--- config.mk ---
export PLATFORM = sky130hd
export DESIGN_NAME = accum_sequencer
export DESIGN_NICKNAME = d
export VERILOG_FILES = /design/src/rtl/accum_sequencer.sv
export SDC_FILE = /design/constraint.sdc
export NUM_CORES = 1
export LEC_CHECK = 0
export BUFFER_PORTS_ARGS = -buffer_cell sky130_fd_sc_hd__buf_2
export CORE_MARGIN = 1.5
export CORE_UTILIZATION = 50
export DETAILED_ROUTE_END_ITERATION = 10
export PLACE_DENSITY = 0.76
export SKIP_LAST_GASP = 1
export SLEW_MARGIN = 20
export SYNTH_ARGS = -nofsm -noshare
export SYNTH_HDL_FRONTEND = slang
export SYNTH_SLANG_ARGS = --single-unit
--- constraint.sdc ---
create_clock -name Clock -period 6.5 [get_ports Clock]
set_input_delay 0.325 -clock Clock [delete_from_list [all_inputs] [get_ports Clock]]
set_output_delay 0.325 -clock Clock [all_outputs]
set_load 0.005 [all_outputs]
--- src/rtl/accum_sequencer.sv ---
// Accumulator stage: adds or subtracts a stream of operands from a running sum over valid/ready.
// Optional ACCUM_SATURATE_EN: on signed overflow the accumulator clamps instead of wrapping.
module accum_sequencer #(
  parameter int unsigned n  = 32,
  parameter int unsigned CW = 8
) (
  input  logic          Clock,
  input  logic          Reset,
  input  logic          Start,
  input  logic [CW-1:0] Count,
  input  logic          Sub,
  input  logic          DinValid,
  input  logic [n-1:0]  Din,
  output logic          DinReady,
  output logic [n-1:0]  Result,
  output logic          Carry,
  output logic          Overflow,
  output logic          Busy,
  output logic          Done
);

  typedef enum logic [1:0] {
    StIdle  = 2'd0,
    StAccum = 2'd1,
    StDone  = 2'd2
  } state_e;

  state_e        state_q;
  logic [n-1:0]  acc_q;
  logic          carry_q;
  logic          ovf_q;
  logic          busy_q;
  logic          done_q;
  logic          sub_q;
  logic [CW-1:0] remaining_q;

  logic [n-1:0]  y;
  logic [n-1:0]  s;
  logic [n-1:0]  acc_d;
  logic          cout;
  logic          ov;
  logic          xfer;

  assign DinReady = (state_q == StAccum);
  assign xfer     = DinValid & DinReady;

  // Subtraction is Acc + ~Din + 1, so the carry-in doubles as the subtract flag.
  always_comb begin
    y    = sub_q ? ~Din : Din;
    s    = acc_q + y + {{(n-1){1'b0}}, sub_q};
    cout = (acc_q[n-1] & y[n-1]) | (acc_q[n-1] & ~s[n-1]) | (y[n-1] & ~s[n-1]);
    ov   = (acc_q[n-1] & y[n-1] & ~s[n-1]) | (~acc_q[n-1] & ~y[n-1] & s[n-1]);
  end

`ifdef ACCUM_SATURATE_EN
  // Overflow direction follows the sign of the old accumulator.
  always_comb begin
    acc_d = s;
    if (ov) begin
      acc_d = acc_q[n-1] ? {1'b1, {(n-1){1'b0}}} : {1'b0, {(n-1){1'b1}}};
    end
  end
`else
  always_comb begin
    acc_d = s;
  end
`endif

  always_ff @(posedge Clock) begin
    if (Reset) begin
      state_q     <= StIdle;
      acc_q       <= '0;
      carry_q     <= 1'b0;
      ovf_q       <= 1'b0;
      busy_q      <= 1'b0;
      done_q      <= 1'b0;
      sub_q       <= 1'b0;
      remaining_q <= '0;
    end else begin
      case (state_q)
        StIdle, StDone: begin
          if (Start) begin
            acc_q       <= '0;
            carry_q     <= 1'b0;
            ovf_q       <= 1'b0;
            sub_q       <= Sub;
            remaining_q <= Count;
            if (Count != '0) begin
              state_q <= StAccum;
              busy_q  <= 1'b1;
              done_q  <= 1'b0;
            end else begin
              state_q <= StDone;
              busy_q  <= 1'b0;
              done_q  <= 1'b1;
            end
          end
        end
        StAccum: begin
          if (xfer) begin
            acc_q       <= acc_d;
            carry_q     <= cout;
            ovf_q       <= ovf_q | ov;
            remaining_q <= remaining_q - CW'(1);
            if (remaining_q == CW'(1)) begin
              state_q <= StDone;
              busy_q  <= 1'b0;
              done_q  <= 1'b1;
            end
          end
        end
        default: begin
          state_q <= StIdle;
          busy_q  <= 1'b0;
          done_q  <= 1'b0;
        end
      endcase
    end
  end

  assign Result   = acc_q;
  assign Carry    = carry_q;
  assign Overflow = ovf_q;
  assign Busy     = busy_q;
  assign Done     = done_q;

endmodule

==> results of run 1 <==
## how the worst max path moves through the flow
stage	start	endpoint	slack [ps]
floorplan	sub_q	Overflow	2790
global placement	sub_q	Overflow	2450
finish	sub_q	Overflow	2210
CTS	sub_q	Overflow	2230
global route	sub_q	Overflow	1910
detailed placement	sub_q	Overflow	2270
## cells by family after synthesis
kind of cell	synth area share [%]
buffers and inverters	4.41
and+or+nand+nor	18.2
adders and majority gates	12.0
muxes	1.09
xor gates and xnor gates	12.4
DFF	23.7
AOI/OAI and AO/OA	28.2
## where the power goes
group          switching (W)  total, W  leakage [nW]  internal (W)
Sequential         0.0000202  0.000319         0.375      0.000299
Combinational       0.000170  0.000289          1.70      0.000119
Clock               0.000118  0.000198        0.0495     0.0000803
Total               0.000308  0.000806          2.12      0.000498
## cell type report
| class | count | area [um^2] | share of cell area, % |
|---|---|---|---|
| Clock inverter | 3 | 26.3 | 0.597 |
| Tap cell | 99 | 124 | 2.81 |
| Timing Repair Buffer | 83 | 420 | 9.55 |
| Sequential cell | 46 | 922 | 20.9 |
| Inverter | 13 | 48.8 | 1.11 |
| Multi-Input combinational cell | 397 | 2790 | 63.4 |
| Clock buffer | 5 | 68.8 | 1.56 |
## sequential cells by signal (all words and copies together) (netlist names)
register and flops:
Busy 1, Carry 1, Overflow 1, Result 32, remaining_q 8, state_q 2, sub_q 1
## metrics by stage
stage / cell area, um^2 / instances / util, % / total power [W] / worst slack [ps]
6_report: 4400 / 646 / 59.8 / 0.000806 / 2210
5_1_grt: 4400 / 646 / 59.8 / 0.000858 / 1910
4_1_cts: 4400 / 646 / 59.8 / 0.000811 / 2230
3_5_place_dp: 4310 / 638 / 58.5 / 0.000610 / 2270
3_3_place_gp: 4310 / 638 / 58.5 / 0.000604 / 2450
2_1_floorplan: 3890 / 482 / - / 0.000539 / 2790
## critical path, stage by stage (launching register included)
cell       delay, ps
dfxtp_2         1000
xor2_1           160
ha_1             420
nand4_1          120
o221ai_1         370
o21ai_0          220
a2bb2oi_1        330
a41oi_1          230
o31ai_1          350
fa_1             490
mux2_2           280
a21oi_1          140
nor3_1            50
## placed cells by master, fill, tap and decap left out, drive strengths merged, types with 7 or more instances in the layout
master,Yosys,final
nor2,19,19
nand4,9,9
dfxtp,46,46
and3,7,7
a22o,15,15
a21o,10,10
ha,34,34
xor2,42,42
nor3,9,9
nand3,25,25
a211oi,9,9
buf,10,83
a21oi,52,52
inv,13,16
xnor2,13,13
nand2,51,51
o21ai,31,31
## metal layers
layer	vias to the layer above	GRT usage (%)	routed length (um)	share of wire (%)
li1	1885	-	-	-
met1	1724	30.7	4480	46
met2	111	39.7	4710	48
met3	9	3.35	539	5.5
met4	0	7.68	116	1.2
met5	-	0	0	0
## cells in the mapped netlist, drive strengths merged (3+ instances only)
master    n  area share, %
a21oi    52            6.7
nand2    51            4.9
dfxtp    46             24
xor2     42            9.5
ha       34             11
o21ai    31            4.0
nand3    25            3.2
nor2     19            1.8
a22o     15            3.4
clkbuf   14            1.4
inv      13            1.3
xnor2    13            2.9
a21o     10            2.0
buf      10            1.3
a211oi    9            1.9
nand4     9            1.4
nor3      9            1.2
and3      7            1.2
nor2b     6           0.97
a31oi     5            1.2
a22oi     4           0.77
nand2b    3           0.48
nand3b    3           0.58
o2111ai   3           0.84
o21a      3           0.58
o21bai    3           0.87
o31ai     3           0.58
or3       3           0.48
or4       3           0.58
==> flow_summary.toml, run 1 <==
[run_status]
outcome = "completed"

[setup_path]
r2r_end = "Overflow"
cp.arrival_ps = 4480
reg2reg_from = "sub_q"
r2r_setup_slack_ps = 2210
r2r_cells = 12
critPathCaptureType = "register"
crit_required_ps = 6690
path_class = "register to register"
startpoint_type = "register"
crit_path_max_fanout = 33

[worst_hold_path]
holdPathStages = 3
hp-class = "primary input to register"
min_to = "sub_q"
hold_start = "Sub"

[die]
die_w_um = 91.2
dieHeight_um = 91.2
fp-row-count = 31
fp.dieArea_um2 = 8310
start_util_pct = 52.7
ioPinCount = 82
core_um2 = 7370

[placement]
port_buffers = 81
dp_hpwl_um = 7320
gp_congestion = 0.920

[sta]
finClkSkew_ps = 17.1
tns_ps = 0
hold_slack_ps = 234
setup_viol = 0
timing.final.crit_share_pct = 66.0
rsz0062_at_grt = "false"
maxClockFrequency_mhz = 233
period_minus_slack_ps = 4290
slew_headroom_pct = 34.1
max_slew.worst_pin.slew_ps = 988
slew_viol_final = 0
hold_violations = 0

[global_route]
grt_max_degree = 34
grt_pass1_vias = 3593
grt_pass1_wl_um = 16400
grt_use_total_pct = 23.5
gr-total-overflow = 0
antenna_found_initial = 0

[yosys]
ys_warn_count = 0
seq_area_frac_synth_pct = 23.7
synth-edff-count = 0
netlist_area_um2 = 3890
syn_inst = 482
synth-seq-cells = 46
ys.flop_type = "dfxtp_1"
avgSynthCellArea_um2 = 8.06
syn-num-nets = 563
async_reset_ff_share_pct = 0
ys_types = 63

[clock_tree]
numClockSinks = 46
h-tree-depth = 2
clkSlewWorstSetupHoldPaths_ps = 110
cts_made_buffers = 5
cts-root-buf = "clkbuf_8"
clkLatencyLatePin_ps = 320
post_cts_buffers = 0
cts_hold_buf = 0
cts_tree = "built"
cts_buffer_depth = 2
ctsResizeCount = 0

[route]
ant_nets = 0
firstDrtPassIters = 6
wl_per_cell_um = 15.2
drt-vias-per-instance = 5.77
drc = 0
vias = 3729
drtIter0Drc = 170
drt-total-wl_um = 9850

[job]
drv_cap = 0

[finish]
syn2layout_area_growth_pct = 13.3
finalNetCount = 627
final.fill_count = 694
drive_gt1_share_pct = 19.6
n_antenna_cell = 0

[power]
cellPowerDensity_nw_per_um2 = 183
leakage_nw = 2.12
irDropWorstVdd_uv = 111
Note: power is estimated with default switching activity, not from simulation.
==> inputs of run 2 (changes only) <==
--- a/config.mk
+++ b/config.mk
@@ -5,11 +5,12 @@
 export SDC_FILE = /design/constraint.sdc
 export NUM_CORES = 1
 export LEC_CHECK = 0
+export ABC_AREA = 1
 export BUFFER_PORTS_ARGS = -buffer_cell sky130_fd_sc_hd__buf_2
 export CORE_MARGIN = 1.5
 export CORE_UTILIZATION = 50
 export DETAILED_ROUTE_END_ITERATION = 10
-export PLACE_DENSITY = 0.76
+export PLACE_DENSITY = 0.78
 export SKIP_LAST_GASP = 1
 export SLEW_MARGIN = 20
 export SYNTH_ARGS = -nofsm -noshare
==> constraint.sdc (replaced) <==
create_clock -name Clock -period 3.4 [get_ports Clock]
set_input_delay 0.17 -clock Clock [delete_from_list [all_inputs] [get_ports Clock]]
set_output_delay 0.17 -clock Clock [all_outputs]
set_load 0.005 [all_outputs]
==> run 2 against run 1 <==
  * Combinational power is 130% higher
  * Non-clock buffer count stayed put
  * Global-route usage increased by 2.1 points
  * Register-to-register slack got worse by 1900 ps
==> flow_summary.toml, run 2 <==
[finish]
drive_gt1_share_pct = 12.5
seqCellArea_um2 = 922
syn2layout_area_growth_pct = 12.8
layout_commonest_cell = "nand2_1"
final.fill_count = 909
final_cell_mix = "nand2_1, inv_1, buf_2"
largest_reg_flops = 32
final_area_um2 = 5070
fin_util_pct = 58.1
multiInputGateArea_um2 = 3010
finalNetCount = 918
n_antenna_cell = 0

[setup_path]
r2r_end = "Overflow"
critPathCaptureType = "register"
reg2reg_from = "sub_q"
crit_required_ps = 3630
crit_path_max_fanout = 25
endpoint = "Overflow"
r2r_cells = 17
path_class = "register to register"
startpoint = "sub_q"
cp.arrival_ps = 3320
r2r_setup_slack_ps = 310
startpoint_type = "register"

[sta]
timing.final.ws_setup_ps = 305
hold_violations = 0
slew_viol_final = 0
slew_headroom_pct = 48.4
tns_ps = 0
setup_viol = 0
finClkSkew_ps = 5.83
max_slew.worst_pin.slew_ps = 775
maxClockFrequency_mhz = 323
period_minus_slack_ps = 3090
hold_slack_ps = 126
rsz0062_at_grt = "false"
timing.final.crit_share_pct = 91.0

[die]
core_um2 = 8720
die_w_um = 97.8
start_util_pct = 51.5
ioPinCount = 82
fp-row-count = 34
fp.dieArea_um2 = 9560
dieHeight_um = 97.8

[clock_tree]
clkSlewWorstSetupHoldPaths_ps = 110
cts-root-buf = "clkbuf_8"
cts_tree = "built"
cts_made_buffers = 5
numClockSinks = 46
cts_buffer_depth = 2
cts_hold_buf = 0
ctsResizeCount = 0
clkLatencyLatePin_ps = 320
h-tree-depth = 2
post_cts_buffers = 0

[yosys]
syn-num-nets = 844
synth_top_cell_area_share_pct = 22.3
synth_commonest_cells = "nand2_1, inv_1, a21oi_1"
seq_area_frac_synth_pct = 20.5
ys.flop_type = "dfxtp_1"
synthTopCellsByArea = "nand2_1, dfxtp_1, inv_1"
netlist_area_um2 = 4490
syn_inst = 763
avgSynthCellArea_um2 = 5.89
synth_most_common_cell = "nand2_1"
ys_warn_count = 0
synth-seq-cells = 46
async_reset_ff_share_pct = 0
synth_top_cell_by_area = "nand2_1"
ys_types = 39
synth-edff-count = 0

[global_route]
grt.busiest_layer = "met2"
met1_usage_pct = 34.5
grt_use_total_pct = 25.7
grt_pass1_vias = 4440
grt_util_met2_pct = 44.1
gr-total-overflow = 0
met3_usage_pct = 3.15
antenna_found_initial = 0
grt_pass1_wl_um = 20300
grt_max_degree = 39

[power]
irDropWorstVdd_uv = 192
leakage_nw = 2.91
cellPowerDensity_nw_per_um2 = 327

[route]
firstDrtPassIters = 5
drt-total-wl_um = 12300
vias = 4868
drt-vias-per-instance = 5.15
drc = 0
drtIter0Drc = 266
ant_nets = 0
wl_per_cell_um = 13.0

[worst_hold_path]
holdPathStages = 3
hp-class = "primary input to register"

[placement]
dp_hpwl_um = 9730
placed_area_um2 = 4970
gp_congestion = 0.940
pre_cts_ws_ps = 349
port_buffers = 81

[run_status]
outcome = "completed"

[job]
drv_cap = 0
==> run 2: area by class of cell <==
type	count	share of cell area [%]
Timing Repair Buffer	83	8.54
Clock inverter	3	0.518
Sequential cell	46	18.2
Inverter	124	9.28
Multi-Input combinational cell	577	59.5
Clock buffer	5	1.36
Tap cell	108	2.67
==> run 2: worst max-delay path, stage by stage (launching register included) <==
cell     delay [ps]
dfxtp_2         370
buf_12          220
xor2_1          270
ha_1            290
nand2_1          90
inv_1            40
nand2_1          50
nand2_1          90
nand2_1          70
nand2_1          90
nand2_1          90
nand3_1          90
nand3_1          70
nand4_1         100
fa_1            540
mux2_2          340
a21oi_1         130
nor2_1           50
==> run 2: cells by family after synthesis <==
kind of cell	after synthesis	share of synthesized area, %
compound gates	112	13.4
xor+xnor	32	6.24
fa+ha+maj	36	10.4
buf+inv	140	12.4
flops	46	20.5
mux	1	0.251
simple gates	396	36.8
==> run 2: where the power goes <==
group | internal, W | total, W | switching, W
clock network | 0.000154 | 0.000390 | 0.000236
registers | 0.000573 | 0.000602 | 0.0000287
logic | 0.000235 | 0.000666 | 0.000431
==> run 2: stage by stage <==
step	instances	total power (W)
2_1_floorplan	763	0.00110
3_3_place_gp	938	0.00126
3_5_place_dp	938	0.00127
4_1_cts	946	0.00167
5_1_grt	946	0.00177
6_report	946	0.00166
==> run 2: metal layers <==
metal | routed length [um] | part of all wire [%]
met1 | 5880 | 48
met2 | 5680 | 46
met3 | 604 | 4.9
met4 | 146 | 1.2
met5 | 0 | 0
==> run 2: worst min path at each step <==
stage,from,to,slack (ps)
2_1_floorplan,Count[0],remaining_q[0],330
3_3_place_gp,Busy,Busy,450
3_5_place_dp,Overflow,Overflow,450
4_1_cts,Count[0],remaining_q[0],120
5_1_grt,Count[6],remaining_q[6],140
6_report,Count[0],remaining_q[0],130
